[src/rtl/trace_sink_if.sv]
// rtl/trace_sink_if.sv - output word stream interface between trace_sink and its consumer
interface trace_sink_if #(
    parameter int XLEN = 32
) ();
    logic            out_valid_o;
    logic            out_ready_i;
    logic [XLEN-1:0] out_data_o;
    logic            out_last_o;
    logic            out_kind_o;

    modport master (
        output out_valid_o,
        output out_data_o,
        output out_last_o,
        output out_kind_o,
        input  out_ready_i
    );

    modport slave (
        input  out_valid_o,
        input  out_data_o,
        input  out_last_o,
        input  out_kind_o,
        output out_ready_i
    );
endinterface

[src/rtl/trace_sink.sv]
// rtl/trace_sink.sv - commit trace FIFO and word serializer with optional memory dump (TRACE_MEMDUMP_EN)
module trace_sink #(
    parameter int DEPTH = 8,
    parameter int XLEN  = 32
) (
    input  logic            clk_i,
    input  logic            rstn_i,
    input  logic [XLEN-1:0] pc_i,
    input  logic [XLEN-1:0] instr_i,
    input  logic [4:0]      reg_addr_i,
    input  logic [XLEN-1:0] reg_data_i,
    input  logic            stall_i,
    trace_sink_if.master    out_if,
    output logic [15:0]     drop_cnt_o,
    input  logic            dump_start_i,
    input  logic [XLEN-1:0] dump_base_i,
    input  logic [7:0]      dump_len_i,
    output logic [XLEN-1:0] addr_o,
    input  logic [XLEN-1:0] data_i,
    output logic            dump_busy_o
);
    localparam int AW = $clog2(DEPTH);
    localparam logic [AW:0] FULL_CNT = (AW+1)'(DEPTH);

    // Record storage; pointers carry one extra bit so full and empty differ.
    logic [XLEN-1:0] pc_mem    [DEPTH];
    logic [XLEN-1:0] instr_mem [DEPTH];
    logic [4:0]      rd_mem    [DEPTH];
    logic [XLEN-1:0] data_mem  [DEPTH];

    logic [AW:0]     wr_ptr_q, wr_ptr_d;
    logic [AW:0]     rd_ptr_q, rd_ptr_d;
    logic [AW:0]     count;
    logic [1:0]      widx_q, widx_d;
    logic [15:0]     drop_q, drop_d;
    logic [AW-1:0]   rd_idx;
    logic [AW-1:0]   wr_idx;

    logic            capture;
    logic            push;
    logic            pop;
    logic            trace_allow;
    logic            trace_valid;
    logic            dump_emit;
    logic            dump_last;
    logic [XLEN-1:0] dump_word;

    assign count  = wr_ptr_q - rd_ptr_q;
    assign rd_idx = rd_ptr_q[AW-1:0];
    assign wr_idx = wr_ptr_q[AW-1:0];

    assign capture     = !stall_i && (instr_i != '0);
    assign trace_valid = trace_allow && (count != '0);
    assign pop         = trace_valid && out_if.out_ready_i && (widx_q == 2'd3);
    // A full FIFO still accepts a record when its head record leaves this cycle.
    assign push        = capture && ((count < FULL_CNT) || pop);

`ifdef TRACE_MEMDUMP_EN
    typedef enum logic [2:0] {
        S_IDLE,
        S_WAIT,
        S_ADDR,
        S_READ,
        S_EMIT
    } dump_state_e;

    dump_state_e     state_q, state_d;
    logic [XLEN-1:0] base_q, base_d;
    logic [XLEN-1:0] addr_q, addr_d;
    logic [XLEN-1:0] ddata_q, ddata_d;
    logic [7:0]      len_q, len_d;
    logic [7:0]      idx_q, idx_d;

    // Trace words may only finish a record already under way while a dump waits.
    assign trace_allow = (state_q == S_IDLE) || ((state_q == S_WAIT) && (widx_q != 2'd0));
    assign dump_emit   = (state_q == S_EMIT);
    assign dump_last   = (idx_q == (len_q - 8'd1));
    assign dump_word   = ddata_q;
    assign addr_o      = addr_q;
    assign dump_busy_o = (state_q != S_IDLE);

    // Dump FSM next-state: latch request, wait for record boundary, then address/read/emit per word.
    always_comb begin
        state_d = state_q;
        base_d  = base_q;
        addr_d  = addr_q;
        ddata_d = ddata_q;
        len_d   = len_q;
        idx_d   = idx_q;
        case (state_q)
            S_IDLE: begin
                if (dump_start_i && (dump_len_i != 8'd0)) begin
                    state_d = S_WAIT;
                    base_d  = dump_base_i;
                    len_d   = dump_len_i;
                    idx_d   = 8'd0;
                end
            end
            S_WAIT: begin
                if (widx_q == 2'd0) begin
                    state_d = S_ADDR;
                    addr_d  = base_q;
                end
            end
            S_ADDR: begin
                state_d = S_READ;
            end
            S_READ: begin
                state_d = S_EMIT;
                ddata_d = data_i;
            end
            S_EMIT: begin
                if (out_if.out_ready_i) begin
                    if (dump_last) begin
                        state_d = S_IDLE;
                    end else begin
                        state_d = S_ADDR;
                        idx_d   = idx_q + 8'd1;
                        addr_d  = addr_q + XLEN'(4);
                    end
                end
            end
            default: begin
                state_d = S_IDLE;
            end
        endcase
    end

    // Dump FSM state register.
    always_ff @(posedge clk_i) begin
        if (!rstn_i) begin
            state_q <= S_IDLE;
            base_q  <= '0;
            addr_q  <= '0;
            ddata_q <= '0;
            len_q   <= '0;
            idx_q   <= '0;
        end else begin
            state_q <= state_d;
            base_q  <= base_d;
            addr_q  <= addr_d;
            ddata_q <= ddata_d;
            len_q   <= len_d;
            idx_q   <= idx_d;
        end
    end
`else
    logic unused_dump;

    assign unused_dump = ^{dump_start_i, dump_base_i, dump_len_i, data_i};
    assign trace_allow = 1'b1;
    assign dump_emit   = 1'b0;
    assign dump_last   = 1'b0;
    assign dump_word   = '0;
    assign addr_o      = '0;
    assign dump_busy_o = 1'b0;
`endif

    // Output mux: dump word when emitting a dump, else current word of the head record.
    always_comb begin
        out_if.out_valid_o = 1'b0;
        out_if.out_data_o  = '0;
        out_if.out_last_o  = 1'b0;
        out_if.out_kind_o  = 1'b0;
        if (dump_emit) begin
            out_if.out_valid_o = 1'b1;
            out_if.out_data_o  = dump_word;
            out_if.out_last_o  = dump_last;
            out_if.out_kind_o  = 1'b1;
        end else if (trace_valid) begin
            out_if.out_valid_o = 1'b1;
            out_if.out_last_o  = (widx_q == 2'd3);
            case (widx_q)
                2'd0:    out_if.out_data_o = pc_mem[rd_idx];
                2'd1:    out_if.out_data_o = instr_mem[rd_idx];
                2'd2:    out_if.out_data_o = {{(XLEN-5){1'b0}}, rd_mem[rd_idx]};
                default: out_if.out_data_o = data_mem[rd_idx];
            endcase
        end
    end

    // FIFO pointer, serializer index and drop counter next-state.
    always_comb begin
        wr_ptr_d = wr_ptr_q;
        rd_ptr_d = rd_ptr_q;
        widx_d   = widx_q;
        drop_d   = drop_q;
        if (push) begin
            wr_ptr_d = wr_ptr_q + 1'b1;
        end
        if (pop) begin
            rd_ptr_d = rd_ptr_q + 1'b1;
        end
        if (trace_valid && out_if.out_ready_i) begin
            widx_d = widx_q + 2'd1;
        end
        if (capture && !push && (drop_q != 16'hFFFF)) begin
            drop_d = drop_q + 16'd1;
        end
    end

    // FIFO control registers.
    always_ff @(posedge clk_i) begin
        if (!rstn_i) begin
            wr_ptr_q <= '0;
            rd_ptr_q <= '0;
            widx_q   <= '0;
            drop_q   <= '0;
        end else begin
            wr_ptr_q <= wr_ptr_d;
            rd_ptr_q <= rd_ptr_d;
            widx_q   <= widx_d;
            drop_q   <= drop_d;
        end
    end

    // Record payload write; contents need no reset since the pointers define validity.
    always_ff @(posedge clk_i) begin
        if (rstn_i && push) begin
            pc_mem[wr_idx]    <= pc_i;
            instr_mem[wr_idx] <= instr_i;
            rd_mem[wr_idx]    <= reg_addr_i;
            data_mem[wr_idx]  <= reg_data_i;
        end
    end

    assign drop_cnt_o = drop_q;
endmodule

[src/flat_wrapper.sv]
// flat-port wrapper written by rule: the top's interface ports become plain ports
module trace_sink_flat 
#(
    parameter int DEPTH = 8,
    parameter int XLEN  = 32
)
  (clk_i, rstn_i, pc_i, instr_i, reg_addr_i, reg_data_i, stall_i, drop_cnt_o, dump_start_i, dump_base_i, dump_len_i, addr_o, data_i, dump_busy_o, out_if_out_valid_o, out_if_out_data_o, out_if_out_last_o, out_if_out_kind_o, out_if_out_ready_i);
  trace_sink_if #(.XLEN(XLEN)) out_if_i ();
  input  logic clk_i;
  input  logic rstn_i;
  input  logic [XLEN-1:0] pc_i;
  input  logic [XLEN-1:0] instr_i;
  input  logic [4:0] reg_addr_i;
  input  logic [XLEN-1:0] reg_data_i;
  input  logic stall_i;
  output logic [15:0] drop_cnt_o;
  input  logic dump_start_i;
  input  logic [XLEN-1:0] dump_base_i;
  input  logic [7:0] dump_len_i;
  output logic [XLEN-1:0] addr_o;
  input  logic [XLEN-1:0] data_i;
  output logic dump_busy_o;
  output wire logic [$bits(out_if_i.out_valid_o)-1:0] out_if_out_valid_o;
  output wire logic [$bits(out_if_i.out_data_o)-1:0] out_if_out_data_o;
  output wire logic [$bits(out_if_i.out_last_o)-1:0] out_if_out_last_o;
  output wire logic [$bits(out_if_i.out_kind_o)-1:0] out_if_out_kind_o;
  input wire logic [$bits(out_if_i.out_ready_i)-1:0] out_if_out_ready_i;
  assign out_if_out_valid_o = out_if_i.out_valid_o;
  assign out_if_out_data_o = out_if_i.out_data_o;
  assign out_if_out_last_o = out_if_i.out_last_o;
  assign out_if_out_kind_o = out_if_i.out_kind_o;
  assign out_if_i.out_ready_i = out_if_out_ready_i;
  trace_sink #(.DEPTH(DEPTH), .XLEN(XLEN)) u_core (.clk_i(clk_i), .rstn_i(rstn_i), .pc_i(pc_i), .instr_i(instr_i), .reg_addr_i(reg_addr_i), .reg_data_i(reg_data_i), .stall_i(stall_i), .out_if(out_if_i), .drop_cnt_o(drop_cnt_o), .dump_start_i(dump_start_i), .dump_base_i(dump_base_i), .dump_len_i(dump_len_i), .addr_o(addr_o), .data_i(data_i), .dump_busy_o(dump_busy_o));
endmodule
[config.mk]
export PLATFORM = sky130hd
export DESIGN_NAME = trace_sink_flat
export DESIGN_NICKNAME = d
export VERILOG_FILES = /design/src/rtl/trace_sink_if.sv /design/src/rtl/trace_sink.sv /design/src/flat_wrapper.sv
export SDC_FILE = /design/constraint.sdc
export NUM_CORES = 1
export LEC_CHECK = 0
export ABC_CLOCK_PERIOD_IN_PS = 17030
export CELL_PAD_IN_SITES_DETAIL_PLACEMENT = 1
export CELL_PAD_IN_SITES_GLOBAL_PLACEMENT = 1
export CORE_MARGIN = 3
export CORE_UTILIZATION = 51
export CTS_CLUSTER_DIAMETER = 50
export CTS_CLUSTER_SIZE = 8
export DETAILED_ROUTE_END_ITERATION = 16
export PLACE_DENSITY_LB_ADDON = 0.1
export SLEW_MARGIN = 25
export SYNTH_ARGS = -nofsm -noshare
export SYNTH_HDL_FRONTEND = slang
export SYNTH_SLANG_ARGS = --single-unit
[constraint.sdc]
create_clock -name clk_i -period 17.03 [get_ports clk_i]
set_clock_uncertainty 0.05 [all_clocks]
set_input_delay 1.703 -clock clk_i [delete_from_list [all_inputs] [get_ports clk_i]]
set_output_delay 1.703 -clock clk_i [all_outputs]
set_load 0.02 [all_outputs]
==> metrics.csv, run 1 <==
stage,metric,value,unit
outcome,status,"complete, no violations",
global_routing,grt.overflow.total,0,
sta,maxSlewViolCount,0,
cts,cts_tree,done,
synthesis,syn_avg_cell_area,21.4,sq um
pwr,swShare,21.1,%
synthesis,ys_ff_latch,837,
setup_path,r2r_slack,13.07,ns
cts,numCtsBuffers,116,
placed_design,numPortBuffers,154,
synthesis,synth_top_cells_by_count,"edfxtp_1, mux4_2, mux2i_1",
cts,clk_pin_slew,0.05,ns
pwr,comb_power_share,5.8,%
cts,cts_setup_buffers,0,
global_routing,grt_pass1_wl,116000,um
setup_path,crit_required,15.28,ns
setup_path,crit_chain,buf_4 > buf_4 > buf_6 > mux4_2 > mux2i_1 > a221oi_1 > clkdlybuf4s50_1,
run,max_cap_violations,0,
routing,firstDrtPassIters,5,
floorplanning,num_rows,92,
cells_and_area,area_growth,16.9,%
sta,fin_setup_tns,0,ns
routing,drt_iter0_drc,1412,
global_routing,grt_max_degree,111,
floorplanning,die_area,0.0674,sq mm
cells_and_area,multi_input_area,0.00740,sq mm
global_routing,grtUsageTotal,23.7,%
cts,clock_latency,0.65,ns
synthesis,synthArstFlopShare,0,%
routing,totalWireLength,78600,um
sta,worstMarginPinSlew,0.954,ns
synthesis,synth_ff_type,edfxtp_1,
sta,hold_viol,0,
cts,cts_resized,0,
setup_path,r2r-start,u_core.wr_ptr_q[0],
min_path,hp-class,flop to flop,
setup_path,cp_slowest_cell,buf_4,
floorplanning,die-width,260,um
setup_path,reg2reg_depth,8,
pwr,power_frac_seq,50.2,%
pwr,p_switching,0.971,mW
cells_and_area,nets,1937,
pwr,power.total,4.60,mW
setup_path,crit_arrival,5.64,ns
routing,remaining_drc_errors,0,
pwr,power_density,120,mW/mm^2
global_routing,antenna_found_initial,4,
synthesis,yosys.area.top_type_share,74.0,%
sta,fin_crit_sh,43.4,%
floorplanning,die_h,260,um
setup_path,startpoint_type,flop,
cells_and_area,n_fill_cell,5255,
cts,ctsHoldBuffers,0,
cts,htreeDepth,3,
placed_design,dp_hpwl,41200,um
routing,avgViaCountPerCell,6.16,
min_path,min-delay-start,u_core.rd_ptr_q[3],
global_routing,grt_pass1_vias,17600,
setup_path,critical_path.max_stage_delay,0.80,ns
pwr,internal_power,3.63,mW
sta,setup_viol,0,
pwr,p_leak,11.6,nW
cts,root_buffer,clkbuf_16,
sta,relSlewSlack,36.4,%
placed_design,gp_congestion,0.728,
synthesis,synthTopCellsByArea,"edfxtp_1, mux4_2, dfxtp_1",
sta,rsz0062_at_grt,no,
synthesis,postSynthCellCount,1536,
setup_path,crit_top_cell,buf_4,
synthesis,synth_area,0.0328,sq mm
synthesis,yosys_warnings,0,
setup_path,critPathMaxFanout,52,
floorplanning,ios,262,
synthesis,synth_edf_count,808,
setup_path,path_class,flop to output port,
routing,via_count,16100,
setup_path,cp-end-kind,output port,
floorplanning,start_util,51.8,%
pwr,p_clk_share,44.0,%
synthesis,synth_most_common_cell,edfxtp_1,
pwr,irDropWorstVdd,0.0927,mV
min_path,holdPathEnd,u_core.rd_ptr_q[3],
min_path,holdPathStages,2,
cells_and_area,drive_gt1_share,22.6,%
cts,clk_path_buf_depth,3,
sta,fin_crit,7.39,ns
routing,post_drt_wl_per_cell,30.0,um
sta,fmax,0.135,GHz
synthesis,yosysTopAreaCell,edfxtp_1,
setup_path,rr_endpoint,u_core.data_mem[0][4],
routing,route.antenna.remaining_nets,0,
synthesis,synth_cell_types,56,
floorplanning,fp.coreArea,0.0633,sq mm
synthesis,yosysSeqAreaShare,75.7,%
cells_and_area,seq_area,0.0249,sq mm
cts,clock-sinks,837,
## routing by layer
metal | vias up | wire [um] | part of all wire, % | track usage, %
met5 | - | 0 | 0 | 0
met4 | 0 | 1890 | 2.4 | 6.80
met3 | 126 | 3920 | 5.0 | 4.29
met2 | 460 | 40800 | 52 | 40.4
met1 | 8711 | 32000 | 41 | 31.5
li1 | 6851 | - | - | -
## state kept, by name, summed over array words and instances, names as in the netlist, named ones only
register           flops
u_core.rd_ptr_q        4
u_core.drop_cnt_o     16
u_core.instr_mem     256
u_core.pc_mem        256
u_core.rd_mem         40
u_core.widx_q          2
u_core.data_mem      256
u_core.wr_ptr_q        4
## final cells by class
class | count | share of cell area (%)
sequential | 837 | 64.8
multi-input combinational | 605 | 19.3
clock buffer | 137 | 7.97
timing repair buffer | 179 | 4.81
tap | 846 | 2.76
clock inverter | 8 | 0.193
inverter | 9 | 0.0881
antenna | 2 | 0.0131
## power groups by stage
stage	Combinational, mW	Clock (mW)	Sequential, mW
floorplan	0.124	0	2.35
global placement	0.264	0	2.34
detailed placement	0.269	0	2.35
CTS	0.270	2.06	2.31
global route	0.284	2.16	2.31
finish	0.267	2.02	2.31
## kinds of logic after synthesis
kind of cell	count (synthesis)	synth area share, %
DFF	837	75.7
and+or+nand+nor	130	2.35
muxes	277	16.0
adders and majority gates	11	0.420
AOI/OAI and AO/OA	151	3.23
xor gates and xnor gates	2	0.0763
buffers and inverters	127	2.22
other	1	0.0114
## layout by cell type, fill, tap and decap left out, types with 5 or more instances in the layout
master	Yosys	final
clkinv_2	0	5
clkdlybuf4s50_1	0	153
o31ai_1	13	13
or3_1	5	5
ha_1	11	10
nor4_1	14	12
mux4_2	194	194
a22oi_1	31	31
buf_4	51	14
a21oi_1	43	43
clkbuf_1	33	17
buf_12	0	9
o22ai_1	5	5
inv_1	9	9
or4_1	11	11
nand2b_1	7	7
nand4_1	6	6
nand2_1	33	33
mux2_2	27	27
edfxtp_1	808	808
clkbuf_16	0	119
nand3_1	14	14
mux2i_1	56	56
o21ai_0	11	11
nor2_1	6	6
nor3_2	0	6
dfxtp_1	29	26
a221oi_1	30	30
nor4_2	4	6
conb_1	1	34
## stage by stage
| step | worst slack [ns] | instances | utilization, % | area [sq um] | hold WS [ns] |
|---|---|---|---|---|---|
| after global placement | 9.84 | 2476 | 55.6 | 35200 | 0.434 |
| after global routing | 9.12 | 2622 | 60.5 | 38300 | 0.498 |
| after CTS | 9.38 | 2621 | 60.5 | 38300 | 0.467 |
| final | 9.64 | 2623 | 60.5 | 38300 | 0.469 |
| after floorplan | 4.01 | 1569 | - | 32900 | 0.433 |
| after detailed placement | 10.10 | 2476 | 55.6 | 35200 | 0.457 |
## worst max-delay path: cells and delay by family (launching register included)
kind,cells,cell delay (ns)
buffers and inverters,4,2.97
AO/OA/AOI/OAI,1,0.80
flip-flops,1,0.71
multiplexers,2,0.45
## how the worst max path moves through the flow
stage	startpoint	end	slack, ns	depth (start not counted)
final	flop	out_if_out_data_o[31]	9.64	7
after global routing	flop	out_if_out_data_o[31]	9.12	7
after CTS	flop	out_if_out_data_o[18]	9.38	8
after global placement	flop	out_if_out_data_o[18]	9.84	8
after detailed placement	flop	out_if_out_data_o[18]	10.10	8
after floorplan	out_if_out_ready_i	u_core.data_mem[0][0]	4.01	6
Note: power is estimated with default switching activity, not from simulation.
==> inputs of run 2 (changes only) <==
ABC_CLOCK_PERIOD_IN_PS = 6800   (was 17030)
clock period = 6.8 ns   (was 17.03 ns; I/O delays follow)
==> run 2 against run 1 <==
Cell count is 1.3% higher; count of clock-buffer cells in the layout up 18; first-iteration DRC count fell by 6.6%; combinational power grew to 2.5 times the previous value; sequential share of layout area is 0.23 points lower; via count grew 0.61%; non-clock buffer count is 16 higher; largest cell class unchanged; highest routed layer is now met5; register-to-register slack got worse by 11 ns.
==> metrics.csv, run 2 (same netlist as run 1, synthesis figures left out) <==
stage,metric,value,unit,change
cells_and_area,final_cell_mix,"edfxtp_1, mux4_2, clkdlybuf4s50_1",,unchanged
cts,numCtsBuffers,115,,was 116
cts,ctsHoldBuffers,0,,unchanged
pwr,p_leak,11.7,nW,was 11.6 nW
setup_path,cp-end-kind,output port,,unchanged
routing,route.antenna.remaining_nets,0,,unchanged
routing,via_count,16200,,was 16100
global_routing,antenna_found_initial,7,,was 4
placed_design,dp_hpwl,44100,um,was 41200 um
routing,remaining_drc_errors,0,,unchanged
pwr,power.total,11.5,mW,was 4.60 mW
floorplanning,num_rows,92,,unchanged
floorplanning,ios,262,,unchanged
cells_and_area,seq_area,0.0249,sq mm,unchanged
min_path,min-delay-start,u_core.drop_cnt_o[14],,was u_core.rd_ptr_q[3]
setup_path,rr_endpoint,u_core.instr_mem[7][14],,was u_core.data_mem[0][4]
placed_design,gp_congestion,0.732,,was 0.728
placed_design,dpl.cell_count,2490,,was 2476
pwr,power_density,299,mW/mm^2,was 120 mW/mm^2
setup_path,r2r_slack,2.16,ns,was 13.07 ns
sta,fin_setup_tns,0,ns,unchanged
cells_and_area,fin_cells,2656,,was 2623
sta,hold_viol,0,,unchanged
placed_design,place_area,0.0353,sq mm,was 0.0352 sq mm
cells_and_area,finalInstanceArea,0.0385,sq mm,was 0.0383 sq mm
cts,cts_resized,0,,unchanged
placed_design,numPortBuffers,154,,unchanged
cells_and_area,drive_gt1_share,22.9,%,was 22.6%
routing,firstDrtPassIters,5,,unchanged
cells_and_area,fin_util,60.8,%,was 60.5%
run,max_cap_violations,0,,unchanged
cells_and_area,final_common_cell,edfxtp_1,,unchanged
min_path,hp-class,flop to flop,,unchanged
cells_and_area,n_fill_cell,5274,,was 5255
setup_path,path_class,flop to output port,,unchanged
cts,clock-sinks,837,,unchanged
outcome,status,"complete, no violations",,unchanged
setup_path,critPathMaxFanout,76,,was 52
global_routing,grt_pass1_vias,17700,,was 17600
cts,htreeDepth,3,,unchanged
global_routing,grt_max_degree,136,,was 111
sta,rsz0062_at_grt,no,,unchanged
setup_path,crit_arrival,4.22,ns,was 5.64 ns
cts,clk_pin_slew,0.05,ns,about the same
cells_and_area,area_growth,17.3,%,was 16.9%
routing,post_drt_wl_per_cell,29.4,um,was 30.0 um
floorplanning,start_util,51.8,%,unchanged
routing,drt_iter0_drc,1319,,was 1412
global_routing,grt.overflow.total,0,,unchanged
floorplanning,die_h,260,um,unchanged
sta,worstMarginPinSlew,1.10,ns,was 0.954 ns
routing,totalWireLength,78000,um,was 78600 um
min_path,holdPathEnd,u_core.drop_cnt_o[14],,was u_core.rd_ptr_q[3]
cts,clock_latency,0.64,ns,was 0.65 ns
sta,relSlewSlack,26.3,%,was 36.4%
cts,cts_setup_buffers,0,,unchanged
sta,fin_crit,4.95,ns,
setup_path,r2r-start,u_core.wr_ptr_q[0],,unchanged
setup_path,startpoint_type,flop,,unchanged
sta,setup_viol,0,,unchanged
floorplanning,die_area,0.0674,sq mm,unchanged
setup_path,reg2reg_depth,9,,was 8
cts,root_buffer,clkbuf_16,,unchanged
floorplanning,fp.coreArea,0.0633,sq mm,unchanged
cells_and_area,nets,1952,,was 1937
setup_path,crit_required,6.07,ns,was 15.28 ns
sta,maxSlewViolCount,0,,unchanged
cells_and_area,reg_top3,"u_core.data_mem (256), u_core.instr_mem (256), u_core.pc_mem (256)",,unchanged
sta,fmax,0.202,GHz,
pwr,irDropWorstVdd,0.235,mV,was 0.0927 mV
cts,cts_tree,done,,unchanged
min_path,holdPathStages,2,,unchanged
routing,avgViaCountPerCell,6.12,,was 6.16
floorplanning,die-width,260,um,unchanged
global_routing,grtUsageTotal,23.6,%,was 23.7%
sta,fin_crit_sh,72.7,%,
cts,clk_path_buf_depth,3,,unchanged
cells_and_area,multi_input_area,0.00742,sq mm,was 0.00740 sq mm
global_routing,grt_pass1_wl,116000,um,about the same
run 2: cell types whose count changed in the layout (fill, tap and decap cells not counted), sizes merged:
cell,previous run,this run
diode,2,3
clkinv,5,3
buf,26,41
clkdlybuf4s50,153,154
clkbuf,137,155
run 2: worst max-delay path, cell delays in order, from the launching register on:
cell             delay (ns)
dfxtp_4                0.90
buf_12                 0.58
mux4_2                 0.59
mux2_2                 0.27
a21oi_1                0.35
a221oi_1               0.17
clkdlybuf4s50_1        0.60
run 2: stage by stage:
| step | hold slack, ns | setup WS (ns) |
|---|---|---|
| finish | 0.456 | 1.85 |
| floorplan | 0.433 | -2.56 |
| global placement | 0.433 | 1.55 |
| global route | 0.481 | 1.56 |
| CTS | 0.457 | 1.65 |
| detailed placement | 0.449 | 1.52 |
run 2: per-layer routing:
metal	share of wire [%]	track usage, %	vias to the layer above	wire length (um)
met2	51	39.9	567	40100
met1	40	31.9	8675	31600
met5	0.062	0	-	48
met4	2.0	6.96	8	1580
li1	-	-	6895	-
met3	6.0	4.12	102	4680
run 2: worst max-delay path by stage:
stage | startpoint | end | depth (start not counted)
2_1_floorplan | u_core.wr_ptr_q[0] | u_core.data_mem[6][0] | 8
3_3_place_gp | out_if_out_ready_i | u_core.instr_mem[7][4] | 8
3_5_place_dp | out_if_out_ready_i | u_core.pc_mem[7][31] | 8
4_1_cts | flop | out_if_out_data_o[6] | 6
5_1_grt | flop | out_if_out_data_o[6] | 6
6_report | flop | out_if_out_data_o[6] | 6
run 2: power by group:
part	leakage (nW)	switching, mW	total (mW)	internal, mW
registers	7.53	0.0259	5.78	5.76
logic	2.64	0.429	0.668	0.239
clock network	1.53	1.95	5.04	3.09
total	11.7	2.41	11.5	9.09
run 2: layout make-up:
cell class	instances	share of cell area (%)
diodes	3	0.0195
clock inverters	6	0.163
inverters	9	0.0878
well taps	846	2.75
clock buffers	155	8.03
flip-flops and latches	837	64.6
multi-input cells	605	19.3
repair buffers	195	5.03
